### src/rtl/switch_debouncer_pkg.sv
// Shared timing constants for the switch conditioning path, plus a helper that
// checks whether a stability counter is wide enough.
package switch_debouncer_pkg;

    localparam int unsigned CLK_HZ          = 50_000_000;
    localparam int unsigned DEBOUNCE_MS     = 20;
    localparam int unsigned DEBOUNCE_CYCLES = CLK_HZ / 1000 * DEBOUNCE_MS;

    // True when a cnt_w-bit counter can hold stable_cycles-1.
    function automatic bit cnt_w_ok(input int unsigned stable_cycles, input int unsigned cnt_w);
        if (cnt_w >= 32'd32) return 1'b1;
        return (64'd1 << cnt_w) > 64'(stable_cycles - 32'd1);
    endfunction

endpackage

### src/rtl/debounce_bit.sv
// One switch: two-flop synchroniser, stability counter, debounced level and
// registered rise/fall pulses.
module debounce_bit #(
    parameter int unsigned STABLE_CYCLES = 4,
    parameter int unsigned CNT_W         = 3
) (
    input  logic clk_i,
    input  logic rst_i,
    input  logic sw_i,
    output logic state_o,
    output logic rise_o,
    output logic fall_o
);

    localparam logic [CNT_W-1:0] CNT_LAST = CNT_W'(STABLE_CYCLES - 1);

    logic             s1_q, s2_q;
    logic [CNT_W-1:0] cnt_q;
    logic             state_q, rise_q, fall_q;

    always_ff @(posedge clk_i or posedge rst_i) begin
        if (rst_i) begin
            s1_q    <= 1'b0;
            s2_q    <= 1'b0;
            cnt_q   <= '0;
            state_q <= 1'b0;
            rise_q  <= 1'b0;
            fall_q  <= 1'b0;
        end else begin
            s1_q   <= sw_i;
            s2_q   <= s1_q;
            rise_q <= 1'b0;
            fall_q <= 1'b0;
            // Any cycle where s2 agrees with the accepted level discards the count.
            if (s2_q == state_q) begin
                cnt_q <= '0;
            end else if (cnt_q == CNT_LAST) begin
                state_q <= s2_q;
                cnt_q   <= '0;
                rise_q  <= s2_q;
                fall_q  <= ~s2_q;
            end else begin
                cnt_q <= cnt_q + CNT_W'(1);
            end
        end
    end

    assign state_o = state_q;
    assign rise_o  = rise_q;
    assign fall_o  = fall_q;

endmodule

### src/rtl/switch_debouncer.sv
// Debounces WIDTH slide switches; STATE feeds the display logic, RISE/FALL feed
// event logic such as counters.
module switch_debouncer
    import switch_debouncer_pkg::*;
#(
    parameter int unsigned WIDTH         = 6,
    parameter int unsigned STABLE_CYCLES = DEBOUNCE_CYCLES,
    parameter int unsigned CNT_W         = 20
) (
    input  logic             CLOCK_50,
    input  logic             RESET,
    input  logic [WIDTH-1:0] SW,
    output logic [WIDTH-1:0] STATE,
    output logic [WIDTH-1:0] RISE,
    output logic [WIDTH-1:0] FALL
);

    if (STABLE_CYCLES < 2 || !cnt_w_ok(STABLE_CYCLES, CNT_W)) begin : g_bad_params
        $error("switch_debouncer: STABLE_CYCLES must be >= 2 and STABLE_CYCLES-1 must fit in CNT_W");
    end

    for (genvar i = 0; i < WIDTH; i++) begin : g_bit
        debounce_bit #(
            .STABLE_CYCLES(STABLE_CYCLES),
            .CNT_W        (CNT_W)
        ) u_bit (
            .clk_i  (CLOCK_50),
            .rst_i  (RESET),
            .sw_i   (SW[i]),
            .state_o(STATE[i]),
            .rise_o (RISE[i]),
            .fall_o (FALL[i])
        );
    end

endmodule

### config.mk
export PLATFORM = sky130hd
export DESIGN_NAME = switch_debouncer
export DESIGN_NICKNAME = d
export VERILOG_FILES = /design/src/rtl/switch_debouncer_pkg.sv /design/src/rtl/debounce_bit.sv /design/src/rtl/switch_debouncer.sv
export SDC_FILE = /design/constraint.sdc
export NUM_CORES = 1
export LEC_CHECK = 0
export CAP_MARGIN = 15
export CORE_ASPECT_RATIO = 0.9
export CORE_MARGIN = 3
export CORE_UTILIZATION = 45
export DETAILED_ROUTE_END_ITERATION = 8
export PLACE_DENSITY = 0.61
export SLEW_MARGIN = 20
export SYNTH_ARGS = -nofsm -noshare
export SYNTH_HDL_FRONTEND = slang
export SYNTH_SLANG_ARGS = --single-unit
export TNS_END_PERCENT = 1
### constraint.sdc
create_clock -name CLOCK_50 -period 14.3 [get_ports CLOCK_50]
set_clock_uncertainty 0.05 [all_clocks]
set_input_delay 4.29 -clock CLOCK_50 [delete_from_list [all_inputs] [get_ports CLOCK_50]]
set_output_delay 4.29 -clock CLOCK_50 [all_outputs]
set_load 0.05 [all_outputs]
==> reports/results.ini, run 1 <==
[setup_path]
crit_type=reg -> out
cp-end-kind=primary output
start_kind=register
cp_max_fo=5
worstPathArrival_ps=1670
crit_slowest_cell=clkdlybuf4s50_1
crit_required_ps=9960
worst-path-buf-inv=1
critPathTopFamily=buffers and inverters
worstPathCellList=clkdlybuf4s50_1
cp_slowest_stage_delay_ps=840

[sta]
hold_viol_final=0
finalCriticalPeriod_ps=6010
period_share_pct=42.0
tns_ps=0
fmax_mhz=166
drv_slew=0
max-slew-margin-rel_pct=45.4
rsz0062_at_grt=false
final-setup-viol-count=0
worstMarginPinSlew_ps=819

[cells_and_area]
antenna_cells=0
drive_above_1_share_pct=7.04
syn_to_final_growth_pct=12.4
layout.nets=725
fin_cells=926

[global_routing]
grtUsageTotal_pct=15.8
grt.overflow.total=0
grt_pass1_wl_mm=23.0
gr-usage-met2_pct=24.9
antenna_found_initial=0
use_met3_pct=4.51
grt_max_degree=83
busiest_layer=met2
grt_use_met1_pct=21.7
grt_pass1_vias=4857

[logic_synthesis]
synth_flop_cell=dfrtp_1
synth.top_cell.area_share_pct=52.6
synthArstFlopShare_pct=100
synth_top_cell_by_area=dfrtp_1
synth_edf_count=0
syn_nets=712
ys_types=45
synth_sequential_area_ratio_pct=52.6
synth_seq_cells=150
avgSynthCellArea_sq_um=10.2
ys_warn_count=0
synthTopCellsByCount=dfrtp_1 (150), nor2_1 (106), xnor2_1 (59)
netlist_instances=698
yosysMostFrequentCell=dfrtp_1
syn_area_sq_mm=0.00713
ys_top_cells_by_area=dfrtp_1 (53%), xnor2_1 (7.2%), nor2_1 (5.6%)

[floorplan]
core_area_sq_mm=0.0155
fp-row-count=43
die_area_sq_mm=0.0174
pin_count=26
fp.dieW_microns=139
start_util_pct=46.0
dieHeight_microns=125

[placement]
dp_cells=894
gp_congestion=0.784
dpl.hpwl_mm=8.84
portBuffers=25

[pwr]
power_leakage_nw=3.17
ir_drop_uv=85.3
power-per-cell-area_mw_per_mm2=108

[clock_tree]
postCtsHoldBufs=0
clkSlewWorstSetupHoldPaths_ps=60
clockBufferDepth=2
cts_sinks=150
root_buffer=clkbuf_16
cts_made_buffers=17
cts_tree=yes
clkLatencyLatePin_ps=420
cts-resized-gates=0
h-tree-depth=4
postCtsSetupRepairBufs=0

[route]
viasPerCell=5.45
drc_errors=0
wire_per_inst_microns=14.4
via_count=5047
first_pass_iters=5
wirelength_mm=13.4
first_iter_violations=316
ant_nets=0

[flow_run]
maxCapViolCount=0

[hold_path]
hold_class=reg -> reg

[outcome]
outcome=finished, final reports clean

## where the power goes
part	switching [mW]	internal, mW	total (mW)	leakage, nW
clock	0.170	0.238	0.408	0.248
combinational	0.0170	0.00721	0.0242	0.872
sequential	0.00545	0.430	0.436	2.05
total	0.193	0.676	0.868	3.17
## layout make-up
cell class,count,area (sq um)
Tap cell,202,253
Multi-Input combinational cell,495,3120
Clock inverter,12,108
Fill cell,1383,7480
Clock buffer,20,437
Inverter,21,83.8
Sequential cell,150,3750
Timing Repair Buffer,26,262
## kinds of logic (layout without fill, tap and decap cells)
group	Yosys count	after routing	synth area share [%]
AO/OA/AOI/OAI	58	58	5.63
XOR/XNOR	85	85	10.4
flip-flops	150	150	52.6
buffers and inverters	53	79	3.79
multiplexers	9	9	1.37
adder cells (fa/ha/maj)	6	6	1.05
AND/OR/NAND/NOR	337	337	25.1
## path summary, 6_finish.rpt
| check | start | endpoint | slack (ps) | depth (start not counted) |
|---|---|---|---|---|
| min in group asynchronous | RESET | g_bit[2].u_bit.s1_q | 4290 | 2 |
| worst max-delay path | g_bit[3].u_bit.state_o | STATE[3] | 8290 | 1 |
| max in group asynchronous | RESET | g_bit[5].u_bit.cnt_q[13] | 8750 | 3 |
| worst max register to register | g_bit[1].u_bit.cnt_q[0] | g_bit[1].u_bit.cnt_q[18] | 12060 | 5 |
| worst min register to register | g_bit[5].u_bit.s1_q | g_bit[5].u_bit.s2_q | 300 | 0 |
| worst min-delay path | g_bit[5].u_bit.s1_q | g_bit[5].u_bit.s2_q | 300 | 0 |
## sequential cells by signal (all words and copies together) (netlist names)
name,cells
g_bit.u_bit.s1_q,6
g_bit.u_bit.fall_o,6
g_bit.u_bit.rise_o,6
g_bit.u_bit.cnt_q,120
g_bit.u_bit.state_o,6
g_bit.u_bit.s2_q,6
## layer usage
layer  part of all wire, %  wire [microns]  vias up
met5                     0               0        -
met2                    48            6350       72
met1                    49            6480     2491
li1                      -               -     2477
met4                  0.49              65        0
met3                   3.4             456        7
## stage by stage
stage	area [sq um]	setup WS, ps	power, mW	hold WS [ps]	utilization (%)
after floorplan	7130	5920	0.459	281	-
after detailed placement	7460	7880	0.468	296	48.1
after global routing	8020	8230	0.906	306	51.7
final	8020	8290	0.868	297	51.7
after CTS	8000	8260	0.883	299	51.6
after global placement	7460	7930	0.467	284	48.1
## placed cells by master, fill, tap and decap left out, types with 6 or more instances in the layout
cell type        netlist  routed
dfrtp_1              150     150
nor2_1               106     106
xnor2_1               59      59
nand3_1               35      35
nand2_1               28      28
nand4_1               28      28
nor4_1                26      26
xor2_1                26      26
clkdlybuf4s50_1        0      25
nor3_1                22      22
and3_1                21      21
inv_1                 21      20
a21oi_1               19      19
clkbuf_16              0      17
o21ai_0               12      12
nor3b_1               12      12
and2_1                11      11
or3_1                  9       9
or4_1                  8       8
o31ai_1                7       7
o221ai_1               6       6
mux2_2                 6       6
ha_1                   6       6
clkinvlp_4             0       6
Power figures use the tool's default switching activity.
==> run 2, diff against run 1 <==
==> constraint.sdc (replaced) <==
create_clock -name CLOCK_50 -period 6.2 [get_ports CLOCK_50]
set_clock_uncertainty 0.05 [all_clocks]
set_input_delay 1.86 -clock CLOCK_50 [delete_from_list [all_inputs] [get_ports CLOCK_50]]
set_output_delay 1.86 -clock CLOCK_50 [all_outputs]
set_load 0.05 [all_outputs]
==> run 2 against run 1 <==
Compared with the run above:
- register-to-register slack worse by 8000 ps
- clock power rose to 3.0 times the previous value
- largest power group is now clock
- non-clock buffer count unchanged
- critical path type unchanged
- setup slack worse by 5700 ps
- sequential cell count unchanged
- total power rose to 2.6 times the previous value
- sequential share of layout area down 0.89 points
- critical endpoint unchanged
==> reports/results.ini, run 2 (same netlist as run 1, synthesis figures left out) <==
[route]
ant_nets=0  ; unchanged
wire_per_inst_microns=14.0  ; -3.0%
drc_errors=0  ; unchanged
first_pass_iters=4  ; -1
first_iter_violations=301  ; -4.7%
viasPerCell=5.37  ; -1.4%
via_count=4975  ; -1.4%
wirelength_mm=13.0  ; -3.0%

[setup_path]
crit_slowest_cell=clkdlybuf4s50_1
worstPathCellList=clkdlybuf4s50_1
rr_startpoint=g_bit[1].u_bit.cnt_q[0]
start_kind=register
worst-path-buf-inv=1  ; unchanged
cp_max_fo=5  ; unchanged
crit_required_ps=4290  ; -5670 ps
crit_type=reg -> out
critPathTopFamily=buffers and inverters
cp-end-kind=primary output
crit_start=g_bit[3].u_bit.state_o
cp_slowest_stage_delay_ps=850  ; about the same
worstPathArrival_ps=1660  ; about the same

[cells_and_area]
mostFrequentLayoutCells=dfrtp_1 (150), nor2_1 (106), xnor2_1 (59)
seqCellArea_sq_mm=0.00375  ; unchanged
layout.nets=725  ; unchanged
drive_above_1_share_pct=7.46  ; +0.41 points
syn_to_final_growth_pct=14.6
largest_reg_flops=120  ; unchanged
multi_input_area_sq_mm=0.00312  ; unchanged
mostFrequentLayoutCell=dfrtp_1
antenna_cells=0  ; unchanged
nFillCells=1353  ; -2.2%
top_register=g_bit.u_bit.cnt_q

[sta]
rsz0062_at_grt=false
fmax_mhz=280
hold_slack_ps=304  ; +7.39 ps
max-slew-margin-rel_pct=47.5  ; +2.2 points
worstMarginPinSlew_ps=787  ; -32.4 ps
final-setup-viol-count=0  ; unchanged
period_share_pct=57.7
finalCriticalPeriod_ps=3570
drv_slew=0  ; unchanged
hold_viol_final=0  ; unchanged
setup_ws_ps=2630  ; -5660 ps
tns_ps=0  ; unchanged

[placement]
dpl.hpwl_mm=8.58  ; -2.9%
portBuffers=25  ; unchanged
dpl_worst_slack_ps=2450  ; -5430 ps
gp_congestion=0.782  ; -0.18%

[floorplan]
fp-row-count=43  ; unchanged
fp.dieW_microns=139  ; unchanged
die_area_sq_mm=0.0174  ; unchanged
core_area_sq_mm=0.0155  ; unchanged
start_util_pct=46.0  ; unchanged
dieHeight_microns=125  ; unchanged
pin_count=26  ; unchanged

[pwr]
ir_drop_uv=230  ; +170%
p_clk_share_pct=53.2  ; +6.2 points
p_switching_mw=0.459  ; +140%
p_int_mw=1.81  ; +170%
p_sw_share_pct=20.2  ; -1.9 points
combPwrFrac_pct=2.4  ; -0.4 points
power.share.sequential_pct=44.3  ; -5.9 points
power_leakage_nw=3.26  ; +2.8%
power-per-cell-area_mw_per_mm2=277  ; +160%

[hold_path]
holdCritStartpoint=g_bit[5].u_bit.s1_q
hold_class=reg -> reg

[global_routing]
grtUsageTotal_pct=15.8  ; about the same
grt_max_degree=113  ; +36%
grt_pass1_wl_mm=23.0  ; +0.30%
antenna_found_initial=0  ; unchanged
grt_pass1_vias=4989  ; +2.7%
grt.overflow.total=0  ; unchanged

[clock_tree]
cts_tree=yes
clockBufferDepth=2  ; unchanged
clkLatencyLatePin_ps=410  ; about the same
h-tree-depth=4  ; unchanged
clkSlewWorstSetupHoldPaths_ps=60  ; about the same
cts_made_buffers=17  ; unchanged
postCtsHoldBufs=0  ; unchanged
cts-resized-gates=0  ; unchanged
postCtsSetupRepairBufs=0  ; unchanged
root_buffer=clkbuf_16
cts_sinks=150  ; unchanged

[outcome]
outcome=finished, final reports clean

[flow_run]
maxCapViolCount=0  ; unchanged

[run 2: cell types whose count changed in the layout (fill, tap and decap cells not counted)]
cell        delta
buf_6          -1
bufinv_16      +6
inv_8          +1
clkinvlp_4     -5
inv_6          +1
clkbuf_1       -3
clkinv_2       -2
buf_4          +1
clkinv_4       +2
[run 2: through the flow]
| step | power, mW | util (%) | cell area [sq um] | cells |
|---|---|---|---|---|
| final | 2.27 | 52.7 | 8170 | 926 |
| after global routing | 2.35 | 52.7 | 8170 | 926 |
| after CTS | 2.30 | 52.7 | 8160 | 926 |
| after detailed placement | 1.08 | 48.1 | 7460 | 894 |
| after floorplan | 1.06 | - | 7130 | 698 |
| after global placement | 1.08 | 48.1 | 7460 | 894 |
[run 2: area by class of cell]
cell class	count	share of cell area, %
multi-input cells	495	38.2
inverters	21	1.06
clock inverters	15	3.37
flip-flops and latches	150	45.9
repair buffers	26	3.15
well taps	202	3.09
clock buffers	17	5.21
[run 2: path summary, 6_finish.rpt]
| check | cells past startpoint | slack [ps] | to |
|---|---|---|---|
| worst max-delay path | 1 | 2630 | STATE[3] |
| worst min-delay path | 0 | 300 | g_bit[5].u_bit.s2_q |
| worst max register to register | 5 | 4050 | g_bit[1].u_bit.cnt_q[18] |
| worst min register to register | 0 | 300 | g_bit[5].u_bit.s2_q |
| max in group asynchronous | 3 | 3150 | g_bit[1].u_bit.cnt_q[1] |
| min in group asynchronous | 2 | 1960 | g_bit[2].u_bit.cnt_q[17] |
[run 2: per-layer routing]
metal  share of wire (%)  track usage, %
met5                   0               0
met4                0.77            6.62
met3                 2.9            3.67
met2                  47            25.0
met1                  49            21.0
[run 2: power groups by stage]
stage          Clock, mW  Combinational, mW  Sequential (mW)
2_1_floorplan          0             0.0397             1.02
3_3_place_gp           0             0.0558             1.02
3_5_place_dp           0             0.0563             1.02
4_1_cts             1.24             0.0569             1.01
5_1_grt             1.28             0.0647             1.01
6_report            1.21             0.0546             1.01
==> run 3, diff against run 2 <==
==> constraint.sdc (replaced) <==
create_clock -name CLOCK_50 -period 3.45 [get_ports CLOCK_50]
set_clock_uncertainty 0.05 [all_clocks]
set_input_delay 1.035 -clock CLOCK_50 [delete_from_list [all_inputs] [get_ports CLOCK_50]]
set_output_delay 1.035 -clock CLOCK_50 [all_outputs]
set_load 0.05 [all_outputs]
==> run 3 against run 2 <==
Compared with the run above:
- clock-buffer cell count is 7 higher
- register-to-register slack worse by 2800 ps
- critical path depth stayed put
- highest routed layer unchanged
- setup slack got worse by 1900 ps
- worst hold slack got worse by 8.5 ps
- total power grew 72%
- cell count increased by 0.65%
- non-clock buffer count up 6
- clock power increased by 65%
- final area shrank 0.17%
- routed wire length is 5.5% higher
- sequential power up 79%
==> reports/results.ini, run 3 (same netlist as run 1, synthesis figures left out) <==
[cells_and_area]
final_cell_area_sq_mm=0.00816  ; -0.17%
layout.nets=731  ; +0.83%
drive_above_1_share_pct=7.53  ; +0.076 points
top_register=g_bit.u_bit.cnt_q
largest_reg_flops=120  ; unchanged
mostFrequentLayoutCells=dfrtp_1 (150), nor2_1 (106), xnor2_1 (59)
antenna_cells=0  ; unchanged
syn_to_final_growth_pct=14.4
mostFrequentLayoutCell=dfrtp_1

[floorplan]
dieHeight_microns=125  ; unchanged
fp.dieW_microns=139  ; unchanged
pin_count=26  ; unchanged
core_area_sq_mm=0.0155  ; unchanged
fp-row-count=43  ; unchanged
die_area_sq_mm=0.0174  ; unchanged
start_util_pct=46.0  ; unchanged

[route]
drc_errors=0  ; unchanged
ant_nets=0  ; unchanged
via_count=5147  ; +3.5%
wire_per_inst_microns=14.7  ; +4.8%
first_pass_iters=4  ; unchanged
viasPerCell=5.52  ; +2.8%
wirelength_mm=13.7  ; +5.5%
first_iter_violations=249  ; -17%

[sta]
drv_slew=0  ; unchanged
fmax_mhz=364
final-setup-viol-count=0  ; unchanged
max-slew-margin-rel_pct=46.8  ; -0.75 points
hold_viol_final=0  ; unchanged
finalCriticalPeriod_ps=2750
tns_ps=0  ; unchanged
rsz0062_at_grt=false
period_share_pct=79.7
worstMarginPinSlew_ps=798  ; +11.2 ps

[clock_tree]
cts_tree=yes
cts-resized-gates=0  ; unchanged
cts_sinks=150  ; unchanged
clkLatencyLatePin_ps=420  ; about the same
root_buffer=clkbuf_16
postCtsSetupRepairBufs=0  ; unchanged
clkSlewWorstSetupHoldPaths_ps=60  ; about the same
clockBufferDepth=2  ; unchanged
postCtsHoldBufs=0  ; unchanged
h-tree-depth=4  ; unchanged
cts_made_buffers=17  ; unchanged

[global_routing]
grt_pass1_vias=5123  ; +2.7%
grtUsageTotal_pct=16.9  ; +1.1 points
grt.overflow.total=0  ; unchanged
antenna_found_initial=0  ; unchanged
grt_pass1_wl_mm=24.1  ; +4.7%
grt_max_degree=54  ; -52%

[setup_path]
worst-path-buf-inv=1  ; unchanged
cp_max_fo=5  ; unchanged
cp-end-kind=primary output
cp_slowest_stage_delay_ps=830  ; -20 ps
crit_slowest_cell=clkdlybuf4s50_1
critPathTopFamily=buffers and inverters
worstPathCellList=clkdlybuf4s50_1
crit_type=reg -> out
crit_required_ps=2360  ; -1930 ps
worstPathArrival_ps=1660  ; about the same
start_kind=register

[placement]
dpl.hpwl_mm=9.24  ; +7.7%
place_area_sq_mm=0.00751  ; +0.75%
portBuffers=25  ; unchanged
gp_congestion=0.749  ; -4.2%

[pwr]
power_leakage_nw=3.27  ; about the same
ir_drop_uv=336  ; +46%
power-per-cell-area_mw_per_mm2=479  ; +73%

[hold_path]
hold_class=reg -> reg

[flow_run]
maxCapViolCount=0  ; unchanged

[outcome]
outcome=finished, final reports clean

run 3: per-layer routing:
| metal | wire, microns | global-route usage [%] | part of all wire (%) | vias up |
|---|---|---|---|---|
| li1 | - | - | - | 2498 |
| met1 | 6520 | 22.1 | 48 | 2574 |
| met2 | 6620 | 27.2 | 48 | 65 |
| met3 | 371 | 3.98 | 2.7 | 10 |
| met4 | 153 | 7.02 | 1.1 | 0 |
| met5 | 0 | 0 | 0 | - |
run 3: final timing paths:
check	slack, ps	cells past startpoint	from	end
max	700	1	g_bit[1].u_bit.state_o	STATE[1]
min	300	0	g_bit[4].u_bit.s1_q	g_bit[4].u_bit.s2_q
max reg2reg	1250	5	g_bit[1].u_bit.cnt_q[0]	g_bit[1].u_bit.cnt_q[18]
min reg2reg	300	0	g_bit[4].u_bit.s1_q	g_bit[4].u_bit.s2_q
max in group asynchronous	1680	3	RESET	g_bit[0].u_bit.cnt_q[13]
min in group asynchronous	950	2	RESET	g_bit[5].u_bit.cnt_q[7]
run 3: where the power goes:
group	switching [mW]	leakage (nW)	internal, mW
clock network	0.694	0.316	1.30
logic	0.0709	0.896	0.0350
registers	0.0224	2.05	1.78
total	0.787	3.27	3.12
run 3: cell type report:
type	instances	area (sq um)
clock buffer	24	502
clock inverter	8	143
fill	1401	7340
inverter	21	82.6
multi-input combinational	495	3110
sequential	150	3750
tap	202	253
timing repair buffer	32	315
run 3: per-stage QoR:
step / utilization, % / hold slack, ps / power [mW] / cells / setup slack [ps]
2_1_floorplan: - / 281 / 1.90 / 698 / 476
3_3_place_gp: 48.5 / 284 / 1.94 / 900 / 1160
3_5_place_dp: 48.5 / 286 / 1.95 / 900 / 1150
4_1_cts: 52.7 / 299 / 3.96 / 932 / 677
5_1_grt: 52.7 / 313 / 4.06 / 932 / 640
6_report: 52.7 / 296 / 3.91 / 932 / 702
run 3: worst register-to-register path, stage by stage, from the launching register on:
cell and delay, ps:
dfrtp_1 370, ha_1 200, nand2_1 130, or2_2 370, o31ai_4 710, o21ba_2 260
